==> src/rtl/l2_sched.sv <==
`timescale 1ns/1ps
// l2_sched: frame-level scheduler for CNN layer 2.
// Issues one layer start per window and drives the upstream tap stream in lock-step.
// Counts conv results and pooled words, then clears the layer at frame end.
// Frame completion and protocol errors are reported to the top-level controller.
module l2_sched #(
  parameter int unsigned NTap    = 10,
  parameter int unsigned NConv   = 144,
  parameter int unsigned NWord   = 144,
  parameter int unsigned DrainTo = 1023
) (
  input  logic       clk_i,
  input  logic       rst_ni,
  input  logic       frm_strt_i,
  input  logic       abort_i,
  input  logic       src_rdy_i,
  output logic       src_adv_o,
  output logic       l2_strt_o,
  input  logic       l2_bsy_i,
  input  logic       pool_vld_i,
  output logic       l2_clr_o,
  output logic       frm_bsy_o,
  output logic       frm_done_o,
  output logic       err_o,
  output logic [7:0] conv_cnt_o
);

  localparam int unsigned TapW   = $clog2(NTap);
  localparam int unsigned WordW  = $clog2(NWord + 1);
  localparam int unsigned DrainW = $clog2(DrainTo + 1);

  typedef enum logic [2:0] {
    StIdle,
    StWaitSrc,
    StIssue,
    StBurst,
    StDrain,
    StClear,
    StDone
  } state_e;

  state_e            state_q;
  logic [7:0]        conv_cnt_q;
  logic [TapW-1:0]   tap_cnt_q;
  logic [WordW-1:0]  word_cnt_q;
  logic [WordW-1:0]  word_cnt_d;
  logic [DrainW-1:0] drain_q;
  logic              err_q;

  logic word_full;
  logic word_ovf;
  logic word_done;
  logic abort_ok;

  assign word_full = (word_cnt_q == WordW'(NWord));
  assign abort_ok  = abort_i && (state_q != StIdle) && (state_q != StClear)
                     && (state_q != StDone);

  // Saturating pooled-word count; a word beyond a full frame is an overrun.
  always_comb begin
    word_cnt_d = word_cnt_q;
    word_ovf   = 1'b0;
    if ((state_q != StIdle) && pool_vld_i) begin
      if (word_full) begin
        word_ovf = 1'b1;
      end else begin
        word_cnt_d = word_cnt_q + WordW'(1);
      end
    end
    word_done = (word_cnt_d == WordW'(NWord));
  end

  // Frame sequencer: state, counters and the sticky error flag.
  always_ff @(posedge clk_i or negedge rst_ni) begin
    if (!rst_ni) begin
      state_q    <= StIdle;
      conv_cnt_q <= '0;
      tap_cnt_q  <= '0;
      word_cnt_q <= '0;
      drain_q    <= '0;
      err_q      <= 1'b0;
    end else begin
      word_cnt_q <= word_cnt_d;
      if (word_ovf) begin
        err_q <= 1'b1;
      end

      unique case (state_q)
        StIdle: begin
          if (frm_strt_i) begin
            state_q    <= StWaitSrc;
            conv_cnt_q <= '0;
            tap_cnt_q  <= '0;
            word_cnt_q <= '0;
            drain_q    <= '0;
            err_q      <= 1'b0;
          end
        end
        StWaitSrc: begin
          if (conv_cnt_q == 8'(NConv)) begin
            state_q <= StDrain;
            drain_q <= '0;
          end else if (src_rdy_i && !l2_bsy_i) begin
            state_q <= StIssue;
          end
        end
        StIssue: begin
          tap_cnt_q <= '0;
          state_q   <= StBurst;
        end
        StBurst: begin
          // ISSUE advanced tap 0, so the burst covers the remaining NTap-1 taps.
          if (!l2_bsy_i) begin
            err_q <= 1'b1;
          end
          if (tap_cnt_q == TapW'(NTap - 2)) begin
            conv_cnt_q <= conv_cnt_q + 8'd1;
            state_q    <= StWaitSrc;
          end else begin
            tap_cnt_q <= tap_cnt_q + TapW'(1);
          end
        end
        StDrain: begin
          drain_q <= drain_q + DrainW'(1);
          if (word_done) begin
            state_q <= StClear;
          end else if (drain_q == DrainW'(DrainTo - 1)) begin
            state_q <= StClear;
            err_q   <= 1'b1;
          end
        end
        StClear: begin
          state_q <= StDone;
        end
        StDone: begin
          state_q <= StIdle;
        end
        default: begin
          state_q <= StIdle;
        end
      endcase

      // Abort overrides any transition above but keeps counter updates.
      if (abort_ok) begin
        state_q <= StClear;
        err_q   <= 1'b1;
      end
    end
  end

  // Outputs are decoded from the state register only.
  assign src_adv_o  = (state_q == StIssue) || (state_q == StBurst);
  assign l2_strt_o  = (state_q == StIssue);
  assign l2_clr_o   = (state_q == StClear);
  assign frm_done_o = (state_q == StDone);
  assign frm_bsy_o  = (state_q != StIdle);
  assign err_o      = err_q;
  assign conv_cnt_o = conv_cnt_q;

endmodule
==> config.mk <==
export PLATFORM = sky130hd
export DESIGN_NAME = l2_sched
export DESIGN_NICKNAME = d
export VERILOG_FILES = /design/src/rtl/l2_sched.sv
export SDC_FILE = /design/constraint.sdc
export NUM_CORES = 1
export LEC_CHECK = 0
export ABC_AREA = 1
export BUFFER_PORTS_ARGS = -buffer_cell sky130_fd_sc_hd__buf_2
export CELL_PAD_IN_SITES_DETAIL_PLACEMENT = 0
export CELL_PAD_IN_SITES_GLOBAL_PLACEMENT = 1
export CORE_UTILIZATION = 32
export CTS_CLUSTER_SIZE = 25
export DETAILED_ROUTE_END_ITERATION = 16
export GPL_TIMING_DRIVEN = 0
export PLACE_DENSITY = 0.67
export SYNTH_ARGS = -nofsm -noshare
export SYNTH_HDL_FRONTEND = slang
export SYNTH_SLANG_ARGS = --single-unit
==> constraint.sdc <==
create_clock -name clk_i -period 2.4 [get_ports clk_i]
set_clock_uncertainty 0.1 [all_clocks]
set_input_delay 0.12 -clock clk_i [delete_from_list [all_inputs] [get_ports clk_i]]
set_output_delay 0.12 -clock clk_i [all_outputs]
set_load 0.005 [all_outputs]
* Word-level counts from Yosys, hierarchy flattened *
Cells that the tools add are included.

cells by class
  $add $sub $neg = 4
  eq/ne operators = 21
  multiplexer cells = 30
  reduce and logical (&&, ||, !) cells = 16

operator list
  operator                                                         count
  8-bit two-way mux                                                6
  10-bit case mux with 3 select lines                              1
  8-bit == test, second input constant                             3
  3-bit two-way mux                                                7
  10-bit two-way mux                                               2
  3-bit case mux with 6 select lines                               1
  8-bit by 1-bit adder with 8-bit output, second input constant    2
  8-bit case mux with 2 select lines                               1
  3-bit inequality test, second input constant                     4
  4-bit case mux with 3 select lines                               1
  10-bit by 1-bit adder with 10-bit output, second input constant  1
  10-bit == test, second input constant                            1
  3-bit == test, second input constant                             3
  3-bit AND reduction                                              3
  3-bit nonzero test                                               3
  1-bit two-way mux                                                8
  4-bit two-way mux                                                2
  2-bit inequality test, second input constant                     4
  4-bit inequality test, second input constant                     2
  3-bit by 2-bit == test with 1-bit output, second input constant  2
  1-bit logical AND                                                5
  4-bit by 1-bit adder with 4-bit output, second input constant    1
  4-bit == test, second input constant                             1
  4-bit AND reduction                                              1
  6 further kinds                                                  6

storage, ports and cells
  bits in registers = 34
  input port bits = 7
  output and inout bits = 14
  logic and storage cells = 77

* Logic depth before layout (Yosys ltp) *
  word-level depth = 8
  depth in mapped cells = 15
  gate-level depth less buffers = 15

* Least setup slack after synthesis *
No wires, ideal clock.

  path kind = register to register
  start = register word_cnt_q[0]
  end = register state_q[0]
  library setup time = 0.126 ns
  arrival = 1.435 ns
  required time = 2.174 ns
  slack = 0.739 ns
  stages on the path, launching flop included = 16
  path buffers = 0
  clock period less this slack = 1.661 ns
  cell sequence = dfrtp_1 inv_1 ha_1 nand2_1 nor2_1 nand2_1 nand2_1 nand2_1 nand2_1 nand3_1 nor2_1 nand2_1 nand2_2 nand2_1 nand2_1 nand3_1

between the ends
  longest elaborated chain between the ends = 7
  elaborated cells between the ends (all ways) = 10
  classes of those cells = add/sub (1); eq/ne (3); mux (5); reduce/logical (1)

RTL lines
  what                                                                            line    RTL
  start: declaration                                                              45      logic [WordW-1:0] word_cnt_q;
  start signal: assignment                                                        83      word_cnt_q <= word_cnt_d;
  8-bit by 1-bit adder with 8-bit output / 8-bit == test (equally long branches)  67, 55
  8-bit two-way mux                                                               64      if (word_full) begin
  8-bit two-way mux (*)                                                           63      if ((state_q != StIdle) && pool_vld_i) begin
  8-bit == test (*)                                                               70      word_done = (word_cnt_d == WordW'(NWord));
  3-bit two-way mux                                                               125     if (word_done) begin
  3-bit case mux with 6 select lines                                              88      unique case (state_q)
  3-bit two-way mux                                                               144     if (abort_ok) begin
  end signal: assignment                                                          91      state_q <= StWaitSrc;
  end signal: assignment                                                          126     state_q <= StClear;
  end signal: assignment                                                          145     state_q <= StClear;
  end: declaration                                                                42      state_e state_q;

Mark *: on every way between the ends. The rest lies on a longest branch, timed or not.
A chain may end at the register's enable or synchronous reset.

* Worst setup path in the final report *
  start = register state_q[0]
  end = register state_q[0]

between the ends
  longest elaborated chain between the ends = 7
  elaborated cells between the ends (all ways) = 23
  classes of those cells = eq/ne (12); mux (4); reduce/logical (7)

RTL lines
  what                                line    RTL
  start signal: assignment            76      state_q <= StIdle;
  start signal: assignment            91
  start signal: assignment            101     state_q <= StDrain;
  3-bit nonzero test                  56, 63
  1-bit logical AND                   63
  8-bit two-way mux                   63
  8-bit == test                       70
  3-bit two-way mux                   125
  3-bit case mux with 6 select lines  88
  3-bit two-way mux                   144

Parallel ways exist; a longest one is shown, timed or not.

==> metrics.md <==
| Metric | Value |
|---|---|
| Status | finished, final reports clean |
| Synth Flop Type | dfrtp_1 |
| Syn Nets | 289 |
| Placed cell area | 0.00229 sq mm |
| F_max | 528 MHz |
| Post-CTS Resized | 0 |
| Synth Warn # | 0 |
| Crit-path cells | nor2_4 -> a21oi_4 -> nand3_2 -> nand3_1 -> nand2_1 -> nor2_1 -> nand2_1 -> nand2_2 -> nand2_1 -> nand2_1 -> nand3_1 |
| Worst vdd ir | 0.342 mV |
| Number of iterations in the first detailed-routing pass | 4 |
| Max-slew violations | 0 |
| Worst Path Class, Setup | flop to flop |
| DRT antenna net count | 0 |
| Worst-path clk slew | 0.07 ns |
| Worst setup EP type | flop |
| Clock tree root buffer cell | clkbuf_8 |
| Worst setup SP type | flop |
| Post-synth EDFFs | 0 |
| Max capacitance violation total | 0 |
| Hold depth | 4 |
| Reg-to-reg endpoint | state_q[0]$_DFFE_PN0P_ |
| Crit path top cell by count | nand2_1 |
| Critical Path Fanout Max | 9 |
| Hold path start | l2_bsy_i |
| Sum Neg Setup Slack | 0 ns |
| # IOs | 21 |
| Worst Path Required | 2.47 ns |
| Largest net degree at the start of global routing | 35 |
| Drt initial violations | 80 |
| R2R Path Start | state_q[0]$_DFFE_PN0P_ |
| Grt met2 use | 22.7% |
| Gate Count Post-Synth | 274 |
| Drc violations | 0 |
| Die area | 0.00688 sq mm |
| RSZ-0062 raised after global routing | no |
| Hold_buf cts | 1 |
| DP Worst Slack | 0.513 ns |
| CTS tree | built |
| IO Port Bufs | 20 |
| Core ar. | 0.00635 sq mm |
| Worst reg-to-reg path cell count | 11 |
| Crit path max-delay cell type | dfrtp_1 |
| Count of final hold-check violations | 0 |
| Synth cell types | 33 |
| Post-synthesis sequential area ratio | 40.6% |
| Nets | 317 |
| P&R area growth vs syn | 13.5% |
| Async SR Flop Fraction | 100% |
| Critical Path AT | 1.97 ns |
| N_diodes | 0 |
| Tot GR Track Use | 14.7% |
| DIE HEIGHT | 83.0 um |
| Post-route cell area | 0.00238 sq mm |
| Initial Util | 33.0% |
| Critical Path Source | state_q[0]$_DFFE_PN0P_ |
| Yosys reg bits | 34 |
| # clock sinks | 34 |
| Via count | 1,809 |
| Layout fillers | 670 |
| Slew headroom | 47.2% |
| Leakage | 1.20 nW |
| Final Util | 37.5% |
| Setup slack, reg-to-reg | 0.51 ns |
| GRT busiest layer | met2 |
| Worst min path class | primary input to flop |
| Via-to-Cell Ratio | 4.77 |
| WL per Instance | 12.2 um |
| Syn_area_per_cell | 7.65 sq um |
| Clock insertion delay at the later pin of the skew report | 0.29 ns |
| Largest stage delay on the critical path | 0.50 ns |
| Pwr per Cell Area | 1040 mW/mm^2 |
| Met3 global-route usage | 3.88% |
| Tightest Pin Transition | 0.791 ns |
| # rows | 29 |
| Worst Hold Path EP | err_o$_DFF_PN0_ |
| Routed WL | 4630 um |
| Post-CTS Setup Bufs | 0 |
| Final setup viols | 0 |
| Netlist Area Pre-Place | 0.00210 sq mm |
| Fin crit period | 1.89 ns |
| Ratio of cells with drive above 1 in the final layout | 15.6% |
| GRT met1 Usage | 19.8% |
| Setup ws final | 0.505 ns |
| Die Span X | 83.0 um |
| Inserted Clock Buffers | 5 |
| GP Congestion | 0.765 |
| Initial antenna violation count | 0 |
| Vias in the first global route | 1,753 |
| Clock tree buffer depth | 2 |
| Overflow after GRT | 0 |
| First-pass GRT wire length | 8100 um |
| Crit share post-route | 79.0% |
| H-tree depth | 2 |
| HPWL after DPL | 3530 um |
[cells in the final DEF, fill, tap and decap left out, types with 2 or more instances in the layout]
| master | netlist | layout |
|---|---|---|
| a21oi_1 | 10 | 10 |
| buf_2 | 0 | 20 |
| clkbuf_1 | 1 | 3 |
| clkbuf_8 | 0 | 5 |
| clkinv_1 | 2 | 2 |
| dfrtp_1 | 34 | 34 |
| ha_1 | 8 | 8 |
| inv_1 | 42 | 42 |
| inv_2 | 2 | 2 |
| nand2_1 | 52 | 52 |
| nand2_2 | 6 | 6 |
| nand2_4 | 2 | 2 |
| nand3_1 | 21 | 21 |
| nand3_2 | 3 | 3 |
| nand4_1 | 9 | 9 |
| nor2_1 | 30 | 30 |
| nor2_2 | 2 | 2 |
| nor2_4 | 2 | 2 |
| nor3_1 | 7 | 7 |
| nor4_1 | 2 | 2 |
| o21ai_0 | 12 | 12 |
| o21ai_1 | 3 | 3 |
| o22ai_1 | 6 | 6 |
| xor2_1 | 7 | 7 |
[flip-flops by register name, summed over array words and instances (netlist names)]
register and cells:
tap_cnt_q 4, conv_cnt_o 8, err_o 1, drain_q 10, word_cnt_q 8, state_q 3
[kinds of logic (layout without fill, tap and decap cells)]
kind of cell             after synthesis  after routing  share of synthesized area, %
AO/OA/AOI/OAI                         36             36                          10.1
XOR/XNOR                               8              8                          3.34
adder cells (fa/ha/maj)                8              8                          4.77
buffers and inverters                 49             77                          8.95
flip-flops                            34             34                          40.6
AND/OR/NAND/NOR                      139            139                          32.3
[layer usage]
metal / wire length, um / part of all wire, %
met1: 2350 / 51
met2: 2090 / 45
met3: 128 / 2.8
met4: 57 / 1.2
met5: 0 / 0
[through the flow]
stage	hold WS, ns	power (mW)	std cells
after CTS	0.0992	2.50	379
after global placement	0.166	2.09	371
after detailed placement	0.163	2.09	371
after floorplan	-0.276	1.78	274
final	0.0914	2.47	379
after global routing	0.116	2.73	379
[worst max path at each step]
stage | endpoint | cells after the start
CTS | state_q[0]$_DFFE_PN0P_ | 11
global route | state_q[0]$_DFFE_PN0P_ | 8
detailed placement | state_q[0]$_DFFE_PN0P_ | 15
finish | state_q[0]$_DFFE_PN0P_ | 11
floorplan | state_q[0]$_DFFE_PN0P_ | 15
global placement | state_q[0]$_DFFE_PN0P_ | 11
[synth_stat cells (2+ instances only)]
cell type / instances / area (sq um)
nor2_1: 30 / 113
o21ai_1: 3 / 15.0
nand2_4: 2 / 22.5
nand3_1: 21 / 105
dfrtp_1: 34 / 851
inv_2: 2 / 7.51
nor4_1: 2 / 12.5
nand2_2: 6 / 37.5
nand3_2: 3 / 30.0
inv_1: 42 / 158
nor2_2: 2 / 12.5
ha_1: 8 / 100
nor3_1: 7 / 35.0
a21oi_1: 10 / 50.1
nand2_1: 52 / 195
nor2_4: 2 / 22.5
nand4_1: 9 / 56.3
o22ai_1: 6 / 37.5
xor2_1: 7 / 61.3
clkinv_1: 2 / 7.51
o21ai_0: 12 / 60.1
[power by group]
group          switching (mW)  internal [mW]  leakage, nW  total [mW]
clock                   0.194          0.200       0.0383       0.394
combinational           0.736          0.386        0.721        1.12
sequential              0.195          0.757        0.442       0.952
[layout make-up]
type                    instances  area [sq um]  share of cell area [%]
inverters                      48           184                    7.73
flip-flops and latches         34           851                    35.8
repair buffers                 21           110                    4.63
plain buffers                   1          3.75                   0.158
multi-input cells             191          1060                    44.5
clock buffers                   7          76.3                    3.21
well taps                      77          96.3                    4.05
[critical path: cells and delay by family (launching register included)]
| family | cells | cell delay (ns) |
|---|---|---|
| AOI/OAI and AO/OA | 1 | 0.29 |
| and+or+nand+nor | 10 | 0.88 |
| DFF | 1 | 0.50 |
(Power assumes the default switching activity.)
